## config.mk

```make
export PLATFORM = sky130hd
export DESIGN_NAME = alp_seq_controller_flat
export DESIGN_NICKNAME = d
export VERILOG_FILES = /design/src/rtl/alp_seq_controller_if.sv /design/src/rtl/alp_seq_controller.sv /design/src/flat_wrapper.sv
export SDC_FILE = /design/constraint.sdc
export NUM_CORES = 1
export LEC_CHECK = 0
export ABC_CLOCK_PERIOD_IN_PS = 1600
export CORE_MARGIN = 10
export CORE_UTILIZATION = 39
export CTS_CLUSTER_DIAMETER = 30
export DETAILED_ROUTE_END_ITERATION = 8
export PLACE_DENSITY_LB_ADDON = 0.15
export SYNTH_ARGS = -nofsm -noshare
export SYNTH_HDL_FRONTEND = slang
export SYNTH_SLANG_ARGS = --single-unit
```

## constraint.sdc

```tcl
create_clock -name clk -period 1.6 [get_ports clk]
set_input_delay 0.32 -clock clk [delete_from_list [all_inputs] [get_ports clk]]
set_output_delay 0.32 -clock clk [all_outputs]
set_load 0.005 [all_outputs]
```

## src/rtl/alp_seq_controller_if.sv

```systemverilog
// Control/status bundle between the ALP sequence controller and the datapath it steers.
// The datapath side (master) drives requests and flags; the controller (slave) drives control lines.
interface alp_seq_controller_if;
  logic       comp;
  logic [2:0] op;
  logic       load;
  logic       clr;
  logic       E;
  logic       q0;
  logic       acc_neg;
  logic       b_zero;

  logic       we0;
  logic       we1;
  logic [1:0] src0;
  logic [1:0] src1;
  logic [1:0] alusrcA;
  logic [1:0] alusrcB;
  logic [2:0] alucntl;
  logic       AccSrc;
  logic       QSrc;
  logic       AccCntl;
  logic       Qcntl;
  logic       shl;
  logic       enable;
  logic       reset_e;
  logic       qset;
  logic       busy;
  logic       done;
  logic       err;

  // comp is a level request: it is taken when the controller is idle (busy=0) and ignored while busy=1.
  // done pulses for exactly one cycle per accepted operation; err is meaningful only while done=1.
  modport master (
    output comp, op, load, clr, E, q0, acc_neg, b_zero,
    input  we0, we1, src0, src1, alusrcA, alusrcB, alucntl,
           AccSrc, QSrc, AccCntl, Qcntl, shl, enable, reset_e, qset,
           busy, done, err
  );

  modport slave (
    input  comp, op, load, clr, E, q0, acc_neg, b_zero,
    output we0, we1, src0, src1, alusrcA, alusrcB, alucntl,
           AccSrc, QSrc, AccCntl, Qcntl, shl, enable, reset_e, qset,
           busy, done, err
  );
endinterface

```

## src/rtl/alp_seq_controller.sv

```systemverilog
// Self-sequencing controller for the N-bit ALP: ALU ops, Booth multiply and restoring divide.
// All control lines are decoded combinationally from the current state (plus q0/E/acc_neg).
module alp_seq_controller #(
  parameter  int N     = 4,
  localparam int CNT_W = $clog2(N + 1)
) (
  input  logic                 clk,
  input  logic                 rst,
  alp_seq_controller_if.slave  bus,
  output logic [3:0]           o_state
);

  typedef enum logic [3:0] {
    S_IDLE     = 4'd0,
    S_EXEC     = 4'd1,
    S_WB       = 4'd2,
    S_MUL_INIT = 4'd3,
    S_ARITH    = 4'd4,
    S_SHIFT    = 4'd5,
    S_DIV_INIT = 4'd6,
    S_DSHIFT   = 4'd7,
    S_DSUB     = 4'd8,
    S_DIV_CHK  = 4'd9,
    S_MWB      = 4'd10,
    S_DONE     = 4'd11,
    S_LDW      = 4'd12,
    S_CLW      = 4'd13
  } state_t;

  state_t           r_state;
  state_t           w_next;
  logic [CNT_W-1:0] r_cnt;
  logic [2:0]       r_op;
  logic             r_err;
  logic [2:0]       w_alu;
  logic             w_last;

  assign o_state = r_state;
  assign w_alu   = (r_op == 3'b111) ? 3'b011 : r_op;
  // The decrement happens in the same cycle, so "last iteration" is a count of one.
  assign w_last  = (r_cnt == CNT_W'(1));

  always_ff @(posedge clk) begin
    if (rst) begin
      r_state <= S_IDLE;
      r_cnt   <= '0;
      r_op    <= '0;
      r_err   <= 1'b0;
    end else begin
      r_state <= w_next;
      if (r_state == S_IDLE) begin
        if (bus.comp) r_op <= bus.op;
        r_err <= bus.comp && (bus.op == 3'b011) && bus.b_zero;
      end else if (r_state == S_DONE) begin
        r_err <= 1'b0;
      end
      case (r_state)
        S_MUL_INIT, S_DIV_INIT: r_cnt <= CNT_W'(N);
        S_SHIFT, S_DIV_CHK:     r_cnt <= r_cnt - CNT_W'(1);
        default:                r_cnt <= r_cnt;
      endcase
    end
  end

  always_comb begin
    w_next = r_state;
    case (r_state)
      S_IDLE: begin
        if (bus.comp) begin
          case (bus.op)
            3'b010:  w_next = S_MUL_INIT;
            3'b011:  w_next = bus.b_zero ? S_DONE : S_DIV_INIT;
            default: w_next = S_EXEC;
          endcase
        end else if (bus.load) begin
          w_next = S_LDW;
        end else if (bus.clr) begin
          w_next = S_CLW;
        end
      end
      S_EXEC:     w_next = S_WB;
      S_WB:       w_next = S_DONE;
      S_MUL_INIT: w_next = S_ARITH;
      S_ARITH:    w_next = S_SHIFT;
      S_SHIFT:    w_next = w_last ? S_MWB : S_ARITH;
      S_DIV_INIT: w_next = S_DSHIFT;
      S_DSHIFT:   w_next = S_DSUB;
      S_DSUB:     w_next = S_DIV_CHK;
      S_DIV_CHK:  w_next = w_last ? S_MWB : S_DSHIFT;
      S_MWB:      w_next = S_DONE;
      S_DONE:     w_next = S_IDLE;
      S_LDW:      w_next = S_IDLE;
      S_CLW:      w_next = S_IDLE;
      default:    w_next = S_IDLE;
    endcase
  end

  always_comb begin
    bus.we0     = 1'b0;
    bus.we1     = 1'b0;
    bus.src0    = 2'b00;
    bus.src1    = 2'b00;
    bus.alusrcA = 2'b00;
    bus.alusrcB = 2'b00;
    bus.alucntl = 3'b000;
    bus.AccSrc  = 1'b0;
    bus.QSrc    = 1'b0;
    bus.AccCntl = 1'b0;
    bus.Qcntl   = 1'b0;
    bus.shl     = 1'b0;
    bus.enable  = 1'b0;
    bus.reset_e = 1'b0;
    bus.qset    = 1'b0;
    bus.busy    = 1'b0;
    bus.done    = 1'b0;
    bus.err     = 1'b0;
    if (!rst) begin
      bus.busy = (r_state != S_IDLE);
      case (r_state)
        S_EXEC: begin
          bus.alusrcA = 2'b01;
          bus.alusrcB = 2'b01;
          bus.alucntl = w_alu;
        end
        S_WB: begin
          bus.alucntl = w_alu;
          bus.src0    = 2'b01;
          bus.we0     = 1'b1;
          bus.we1     = 1'b1;
        end
        S_MUL_INIT, S_DIV_INIT: begin
          bus.AccCntl = 1'b1;
          bus.Qcntl   = 1'b1;
          bus.QSrc    = 1'b1;
          bus.reset_e = 1'b1;
        end
        S_ARITH: begin
          // Booth pair {Q0,Q-1}: 10 subtracts M, 01 adds M, 00/11 add zero.
          bus.alusrcA = 2'b10;
          bus.enable  = 1'b1;
          if ({bus.q0, bus.E} == 2'b10) begin
            bus.alusrcB = 2'b01;
            bus.alucntl = 3'b001;
          end else if ({bus.q0, bus.E} == 2'b01) begin
            bus.alusrcB = 2'b01;
          end
        end
        S_SHIFT, S_DSHIFT: begin
          bus.AccSrc  = 1'b1;
          bus.AccCntl = 1'b1;
          bus.Qcntl   = 1'b1;
          bus.shl     = (r_state == S_DSHIFT);
        end
        S_DSUB: begin
          bus.alusrcA = 2'b10;
          bus.alusrcB = 2'b01;
          bus.alucntl = 3'b001;
          bus.enable  = 1'b1;
        end
        S_DIV_CHK: begin
          if (bus.acc_neg) begin
            bus.alusrcA = 2'b10;
            bus.alusrcB = 2'b01;
            bus.enable  = 1'b1;
          end else begin
            bus.qset = 1'b1;
          end
        end
        S_MWB: begin
          bus.src0 = 2'b11;
          bus.src1 = 2'b11;
          bus.we0  = 1'b1;
          bus.we1  = 1'b1;
        end
        S_DONE: begin
          bus.done = 1'b1;
          bus.err  = r_err;
        end
        S_LDW: begin
          bus.src0 = 2'b10;
          bus.src1 = 2'b10;
          bus.we0  = 1'b1;
          bus.we1  = 1'b1;
        end
        S_CLW: begin
          bus.we0 = 1'b1;
          bus.we1 = 1'b1;
        end
        default: ;
      endcase
    end
  end

endmodule

```

## src/flat_wrapper.sv

```systemverilog
// flat-port wrapper written by rule: the top's interface ports become plain ports
module alp_seq_controller_flat 
#(
  parameter  int N     = 4,
  localparam int CNT_W = $clog2(N + 1)
)
  (clk, rst, o_state, bus_comp, bus_op, bus_load, bus_clr, bus_E, bus_q0, bus_acc_neg, bus_b_zero, bus_we0, bus_we1, bus_src0, bus_src1, bus_alusrcA, bus_alusrcB, bus_alucntl, bus_AccSrc, bus_QSrc, bus_AccCntl, bus_Qcntl, bus_shl, bus_enable, bus_reset_e, bus_qset, bus_busy, bus_done, bus_err);
  alp_seq_controller_if bus_i ();
  input  logic clk;
  input  logic rst;
  output logic [3:0] o_state;
  input wire logic [$bits(bus_i.comp)-1:0] bus_comp;
  input wire logic [$bits(bus_i.op)-1:0] bus_op;
  input wire logic [$bits(bus_i.load)-1:0] bus_load;
  input wire logic [$bits(bus_i.clr)-1:0] bus_clr;
  input wire logic [$bits(bus_i.E)-1:0] bus_E;
  input wire logic [$bits(bus_i.q0)-1:0] bus_q0;
  input wire logic [$bits(bus_i.acc_neg)-1:0] bus_acc_neg;
  input wire logic [$bits(bus_i.b_zero)-1:0] bus_b_zero;
  output wire logic [$bits(bus_i.we0)-1:0] bus_we0;
  output wire logic [$bits(bus_i.we1)-1:0] bus_we1;
  output wire logic [$bits(bus_i.src0)-1:0] bus_src0;
  output wire logic [$bits(bus_i.src1)-1:0] bus_src1;
  output wire logic [$bits(bus_i.alusrcA)-1:0] bus_alusrcA;
  output wire logic [$bits(bus_i.alusrcB)-1:0] bus_alusrcB;
  output wire logic [$bits(bus_i.alucntl)-1:0] bus_alucntl;
  output wire logic [$bits(bus_i.AccSrc)-1:0] bus_AccSrc;
  output wire logic [$bits(bus_i.QSrc)-1:0] bus_QSrc;
  output wire logic [$bits(bus_i.AccCntl)-1:0] bus_AccCntl;
  output wire logic [$bits(bus_i.Qcntl)-1:0] bus_Qcntl;
  output wire logic [$bits(bus_i.shl)-1:0] bus_shl;
  output wire logic [$bits(bus_i.enable)-1:0] bus_enable;
  output wire logic [$bits(bus_i.reset_e)-1:0] bus_reset_e;
  output wire logic [$bits(bus_i.qset)-1:0] bus_qset;
  output wire logic [$bits(bus_i.busy)-1:0] bus_busy;
  output wire logic [$bits(bus_i.done)-1:0] bus_done;
  output wire logic [$bits(bus_i.err)-1:0] bus_err;
  assign bus_i.comp = bus_comp;
  assign bus_i.op = bus_op;
  assign bus_i.load = bus_load;
  assign bus_i.clr = bus_clr;
  assign bus_i.E = bus_E;
  assign bus_i.q0 = bus_q0;
  assign bus_i.acc_neg = bus_acc_neg;
  assign bus_i.b_zero = bus_b_zero;
  assign bus_we0 = bus_i.we0;
  assign bus_we1 = bus_i.we1;
  assign bus_src0 = bus_i.src0;
  assign bus_src1 = bus_i.src1;
  assign bus_alusrcA = bus_i.alusrcA;
  assign bus_alusrcB = bus_i.alusrcB;
  assign bus_alucntl = bus_i.alucntl;
  assign bus_AccSrc = bus_i.AccSrc;
  assign bus_QSrc = bus_i.QSrc;
  assign bus_AccCntl = bus_i.AccCntl;
  assign bus_Qcntl = bus_i.Qcntl;
  assign bus_shl = bus_i.shl;
  assign bus_enable = bus_i.enable;
  assign bus_reset_e = bus_i.reset_e;
  assign bus_qset = bus_i.qset;
  assign bus_busy = bus_i.busy;
  assign bus_done = bus_i.done;
  assign bus_err = bus_i.err;
  alp_seq_controller #(.N(N)) u_core (.clk(clk), .rst(rst), .bus(bus_i), .o_state(o_state));
endmodule
```

==> run_results.csv, run 1 <==
group,metric,value,unit
run_status,outcome,"finished, violations left",
run_status,failed_checks,"setup timing",
timing,finalWorstSetupSlack,-0.351,ns
synthesis,synth-seq-cells,11,
timing,fin_worst_skew,0.00891,ns
hold_path,holdPathStages,2,
grt,grt.overflow.total,0,
detailed_routing,wl_per_cell,21.7,µm
critical_path,path_depth,7,
timing,finalSetupViolations,33,
cts,clkSinkCount,11,
critical_path,regToRegEndpoint,"u_core.r_err",
detailed_routing,drc,0,
critical_path,path_cells,"buf_8, buf_6, nor4bb_4, a31oi_1, o32a_1, nor2_1, buf_2",
timing,period_share,122,%
cells_and_area,multiInputGateArea,982,µm²
timing,fin_crit,1.95,ns
synthesis,yosys-top-cells-area,"dfxtp_1, a21oi_1, buf_2",
critical_path,crit_path_start_kind,"register",
synthesis,postSynthAreaPerCell,7.14,µm²
critical_path,crit_family,"flip-flops",
power,peakVddDrop,1.42,mV
hold_path,hold_class,"register to register",
detailed_routing,routed-via-count,1615,
synthesis,synth.net_count,163,
cts,cts_tree,"yes",
synthesis,yosysMostFrequentCell,"nand2_1",
critical_path,reg2reg_depth,8,
cts,htreeDepth,1,
floorplan,die_w,72.0,µm
cts,cts_made_buffers,3,
critical_path,critPathLaunch,"u_core.o_state[1]",
grt,grt_pass1_wl,7.99,mm
power,comb_power_share,82.3,%
detailed_routing,vias_per_cell,6.07,
synthesis,synth_edf_count,0,
cells_and_area,final_area,0.00215,mm²
power,clkPwrFrac,4.9,%
placed_design,io_buffer_count,38,
floorplan,die_area,0.00519,mm²
detailed_routing,wirelength,5.77,mm
critical_path,crit_fanout,5,
synthesis,synth_top_area_share,20.9,%
cts,insertion_delay,0.28,ns
floorplan,start_util,41.9,%
cells_and_area,fin_cells,266,
floorplan,die_h,72.0,µm
synthesis,async_flop_share,0,%
critical_path,path_class,"register to output port",
synthesis,synth_seq_area_share,20.9,%
synthesis,netlist_instances,148,
timing,holdWs,0.456,ns
critical_path,cp-end-kind,"output port",
critical_path,worstReg2RegStart,"u_core.o_state[1]",
floorplan,io_pins,40,
synthesis,synthTopCellsByCount,"nand2_1, dfxtp_1, a21oi_1",
cts,cts_hold_buf,0,
grt,antenna_found_initial,0,
cts,clock_path_buffers,2,
cells_and_area,final_core_util,85.2,%
timing,drv_slew,0,
critical_path,critPathBufInv,3,
critical_path,cp_slowest_cell,"dfxtp_4",
synthesis,synth.largest_area_cell,"dfxtp_1",
cts,root_buffer,"clkbuf_4",
power,p_seq_share,12.8,%
power,swShare,45.3,%
cells_and_area,final.fill_count,130,
synthesis,synth_top_family_by_area,"simple AND/OR/NAND/NOR gates",
floorplan,coreArea,0.00252,mm²
critical_path,required,1.28,ns
critical_path,r2r_slack,-0.18,ns
grt,grt_max_degree,13,
synthesis,synthMuxAreaShare,0,%
cells_and_area,seq_area,233,µm²
placed_design,dp.cells,233,
detailed_routing,drt_iter0_drc,65,
synthesis,synth.distinct_cells,48,
grt,grt_pass1_vias,1609,
power,power_density,1920,mW/mm²
timing,hold_viol_final,0,
synthesis,synth-xor-area-share,2.49,%
placed_design,place_congestion,0.792,
critical_path,arrival,1.63,ns
synthesis,yosys.area_share.simple,35.5,%
floorplan,num_rows,18,
cts,cts.clk_slew.worst_paths,0.08,ns
cells_and_area,syn2layout_area_growth,104,%
cells_and_area,drive_above_1_share,58.1,%
critical_path,crit_path_end,"bus_alucntl[0]",
placed_design,postPlaceCellArea,0.00166,mm²
power,internal_power,2260,µW
synthesis,synth_flop_cell,"dfxtp_1",
timing,fmax,0.512,GHz
placed_design,dpl.hpwl,3.00,mm
synthesis,synth_area,0.00106,mm²
power,p_leak,0.000948,µW
synthesis,synthAdderAreaFrac,3.55,%
placed_design,pre_cts_ws,-0.798,ns
grt,grt.total_usage,18.7,%
detailed_routing,drt-pass1-iter-count,4,
power,p_switching,1870,µW
cells_and_area,final_nets,252,
timing,rsz0062_at_grt,"true",
flow_run,max_cap_viol_count,0,
synthesis,ys_warn_count,0,
cells_and_area,diodes,0,
detailed_routing,drtAntennaViolNets,0,
critical_path,slowest_delay,0.38,ns
synthesis,synth_compound_area_share,24.8,%
per-stage QoR:
step                power (µW)  setup TNS (ns)
finish                    4130           -5.55
global route              4330           -6.89
CTS                       3550           -4.67
detailed placement        2550          -12.55
global placement          2480          -11.61
floorplan                 1580         -0.0358
flip-flops by register name (all words and copies together) (netlist names):
name	cells
u_core.o_state	4
u_core.r_cnt	3
u_core.r_err	1
u_core.r_op	3
per-layer routing:
layer  part of all wire (%)  routed length, µm  vias up  GRT usage (%)
li1                       -                  -      710              -
met1                     35               2000      754           18.3
met2                     51               2930      110           34.8
met3                    8.1                466       41           4.49
met4                    6.5                378        0           11.2
met5                      0                  0        -              0
cell usage in the layout (no fill, tap or decap), types with 5 or more instances in the layout:
cell / n
dfxtp_1: 7
nor2_1: 9
buf_6: 22
nand2_1: 9
buf_4: 44
o21ai_0: 6
a21oi_1: 8
clkdlybuf4s50_1: 7
buf_2: 21
a31oi_1: 5
dlygate4sd2_1: 6
how the worst min path moves through the flow:
stage	startpoint	endpoint
2_1_floorplan	u_core.r_op[2]	u_core.r_op[2]
3_3_place_gp	u_core.r_op[2]	u_core.r_op[2]
3_5_place_dp	u_core.r_op[2]	u_core.r_op[2]
4_1_cts	u_core.r_op[2]	u_core.r_op[2]
5_1_grt	u_core.r_op[2]	u_core.r_op[2]
6_report	u_core.r_op[2]	u_core.r_op[2]
what timing repair did:
| item | CTS | global route |
|---|---|---|
| buffers inserted | 22 | 7 |
| pin swaps | 21 | 14 |
| gates cloned | 1 | 0 |
| resized for setup | 159 | 28 |
| setup endpoints to repair | 35 | 37 |
worst reg2reg max path, stage by stage (launching register included):
cell     delay, ns
dfxtp_4       0.38
buf_8         0.14
buf_4         0.15
buf_6         0.14
nor4_4        0.18
buf_4         0.18
nand2_2       0.07
or3_4         0.35
a21oi_2       0.12
power by group through the flow:
stage	Clock (µW)	Combinational [µW]	Sequential (µW)
2_1_floorplan	0	1150	425
3_3_place_gp	0	2040	449
3_5_place_dp	0	2100	451
4_1_cts	198	2860	493
5_1_grt	207	3580	535
6_report	202	3400	530
final cells by class:
type                            instances  area share (%)
Inverter                                6            1.16
Sequential cell                        11            10.8
Tap cell                               30            1.75
Clock buffer                            4            1.22
Timing Repair Buffer                  104            39.3
Multi-Input combinational cell        111            45.7
logic make-up after synthesis:
logic type                 after synthesis
adders and majority gates                3
xor gates and xnor gates                 3
buffers and inverters                   26
AOI/OAI and AO/OA                       39
DFF                                     11
other                                    1
and+or+nand+nor                         65
(Power assumes the default switching activity.)
==> inputs of run 2 (changes only) <==
- ABC_CLOCK_PERIOD_IN_PS: 1600 -> 1800
- CORE_UTILIZATION: 39 -> 44
- clock period: 1.6 -> 1.8 ns (I/O delays scaled with it)
==> run 2 against run 1 <==
The flow still finishes with violations (setup timing). Global-route usage is 0.83 points lower. Power is 28% lower. Largest power group unchanged. First-iteration DRC count grew 57%. Hold slack gained 0.0099 ns. Sequential power down 17%. Via count down 9.8%. Register-to-register slack improved by 0.22 ns. Non-clock buffer count down 23. Combinational power is 31% lower. Wire length decreased by 16%. Setup slack better by 0.16 ns. Core utilization decreased by 1.5 points.
==> run_results.csv, run 2 (synthesis results as in run 1) <==
group,metric,value,unit
flow_run,max_cap_viol_count,0,
grt,grt_util_met2,31.7,%
detailed_routing,drt_iter0_drc,102,
timing,holdWs,0.466,ns
cells_and_area,final_core_util,83.7,%
grt,grt.total_usage,17.9,%
detailed_routing,vias_per_cell,6.04,
cells_and_area,drive_above_1_share,51.6,%
grt,antenna_found_initial,0,
timing,period_share,111,%
placed_design,place_congestion,0.813,
cells_and_area,diodes,0,
detailed_routing,wirelength,4.84,mm
critical_path,path_class,"register to output port",
grt,use_met1,19.9,%
cts,clock_path_buffers,2,
detailed_routing,drc,0,
detailed_routing,routed-via-count,1456,
cts,htreeDepth,1,
timing,hold_viol_final,0,
placed_design,io_buffer_count,38,
critical_path,cp-end-kind,"output port",
cts,root_buffer,"clkbuf_4",
power,peakVddDrop,1.50,mV
placed_design,dp.cells,228,
cts,cts_made_buffers,3,
floorplan,die_w,69.0,µm
run_status,failed_checks,"setup timing",
floorplan,die_h,69.0,µm
run_status,outcome,"finished, violations left",
critical_path,r2r_slack,0.04,ns
placed_design,dpl.hpwl,2.85,mm
detailed_routing,wl_per_cell,20.1,µm
grt,gr-usage-met3,3.70,%
cells_and_area,seq_area,230,µm²
cts,insertion_delay,0.28,ns
placed_design,pre_cts_ws,-0.674,ns
critical_path,arrival,1.63,ns
floorplan,die_area,0.00476,mm²
floorplan,start_util,46.8,%
timing,finalSetupViolations,9,
cells_and_area,final_cell_mix,"buf_4, buf_2, buf_6, clkdlybuf4s50_1, nand2_1",
cells_and_area,layout_commonest_cell,"buf_4",
power,power_density,1580,mW/mm²
timing,fin_worst_skew,0.0121,ns
floorplan,io_pins,40,
power,power.total,2980,µW
floorplan,coreArea,0.00225,mm²
timing,rsz0062_at_grt,"true",
cts,clkSinkCount,11,
grt,grt_pass1_wl,6.65,mm
grt,busiest_layer,"met2",
timing,fin_crit,1.99,ns
cells_and_area,multiInputGateArea,922,µm²
cells_and_area,final.fill_count,130,
hold_path,hold_class,"register to register",
grt,grt_pass1_vias,1368,
grt,grt.overflow.total,0,
cells_and_area,fin_cells,241,
timing,drv_slew,0,
detailed_routing,drt-pass1-iter-count,7,
timing,fmax,0.501,GHz
critical_path,crit_fanout,4,
grt,grt_max_degree,12,
cts,cts_tree,"yes",
cells_and_area,syn2layout_area_growth,78.8,%
cells_and_area,largest_register_ff_count,4,
floorplan,num_rows,17,
critical_path,crit_path_start_kind,"register",
cells_and_area,final_nets,229,
timing,finalWorstSetupSlack,-0.195,ns
critical_path,required,1.44,ns
detailed_routing,drtAntennaViolNets,0,
cts,cts.clk_slew.worst_paths,0.07,ns
power,p_leak,0.000787,µW
-- run 2: cell count changes in the layout (fill, tap and decap cells not counted), moves of 3 or more --
| cell | delta |
|---|---|
| buf_2 | -3 |
| buf_4 | -12 |
| buf_6 | -10 |
| clkdlybuf4s50_1 | +3 |
| nor2_1 | -3 |
-- run 2: worst paths after layout --
check        cells after the start        endpoint               from
max                              6  bus_alucntl[0]  u_core.o_state[1]
min                              2  u_core.r_op[2]     u_core.r_op[2]
max reg2reg                      8    u_core.r_err  u_core.o_state[1]
min reg2reg                      2  u_core.r_op[2]     u_core.r_op[2]
-- run 2: routing by layer --
metal	up-vias	part of all wire (%)
met4	0	3.5
met2	67	53
met5	-	0
li1	664	-
met1	707	38
met3	18	6.0
-- run 2: repair_timing --
item                                   4_1_cts  5_1_grt
hold buffers                                 0        0
endpoints found under the hold margin        0        0
setup endpoints to repair                   26       28
buffers inserted                            24        3
pin swaps                                   19       12
gates resized for setup                    125       32
-- run 2: critical path, cell delays in order (launching register included) --
cell	delay, ns
dfxtp_2	0.34
buf_4	0.16
nor4bb_4	0.33
a31oi_2	0.09
o32a_1	0.23
nor2_2	0.09
buf_2	0.13
-- run 2: cell type report --
type,count,share of cell area [%]
Inverter,6,1.19
Sequential cell,11,12.2
Multi-Input combinational cell,111,48.8
Tap cell,28,1.86
Clock buffer,4,1.39
Timing Repair Buffer,81,34.5
-- run 2: report_power, final --
part           total, µW  switching (µW)  internal (µW)
clock                175            88.7           85.8
combinational       2360            1220           1140
sequential           442             107            335
total               2980            1420           1560
-- run 2: through the flow --
| stage | cell area (µm²) | setup TNS [ns] |
|---|---|---|
| 4_1_cts | 1770 | -0.216 |
| 5_1_grt | 1890 | -1.74 |
| 2_1_floorplan | 1060 | 0 |
| 6_report | 1890 | -0.499 |
| 3_5_place_dp | 1620 | -12.09 |
| 3_3_place_gp | 1620 | -11.39 |
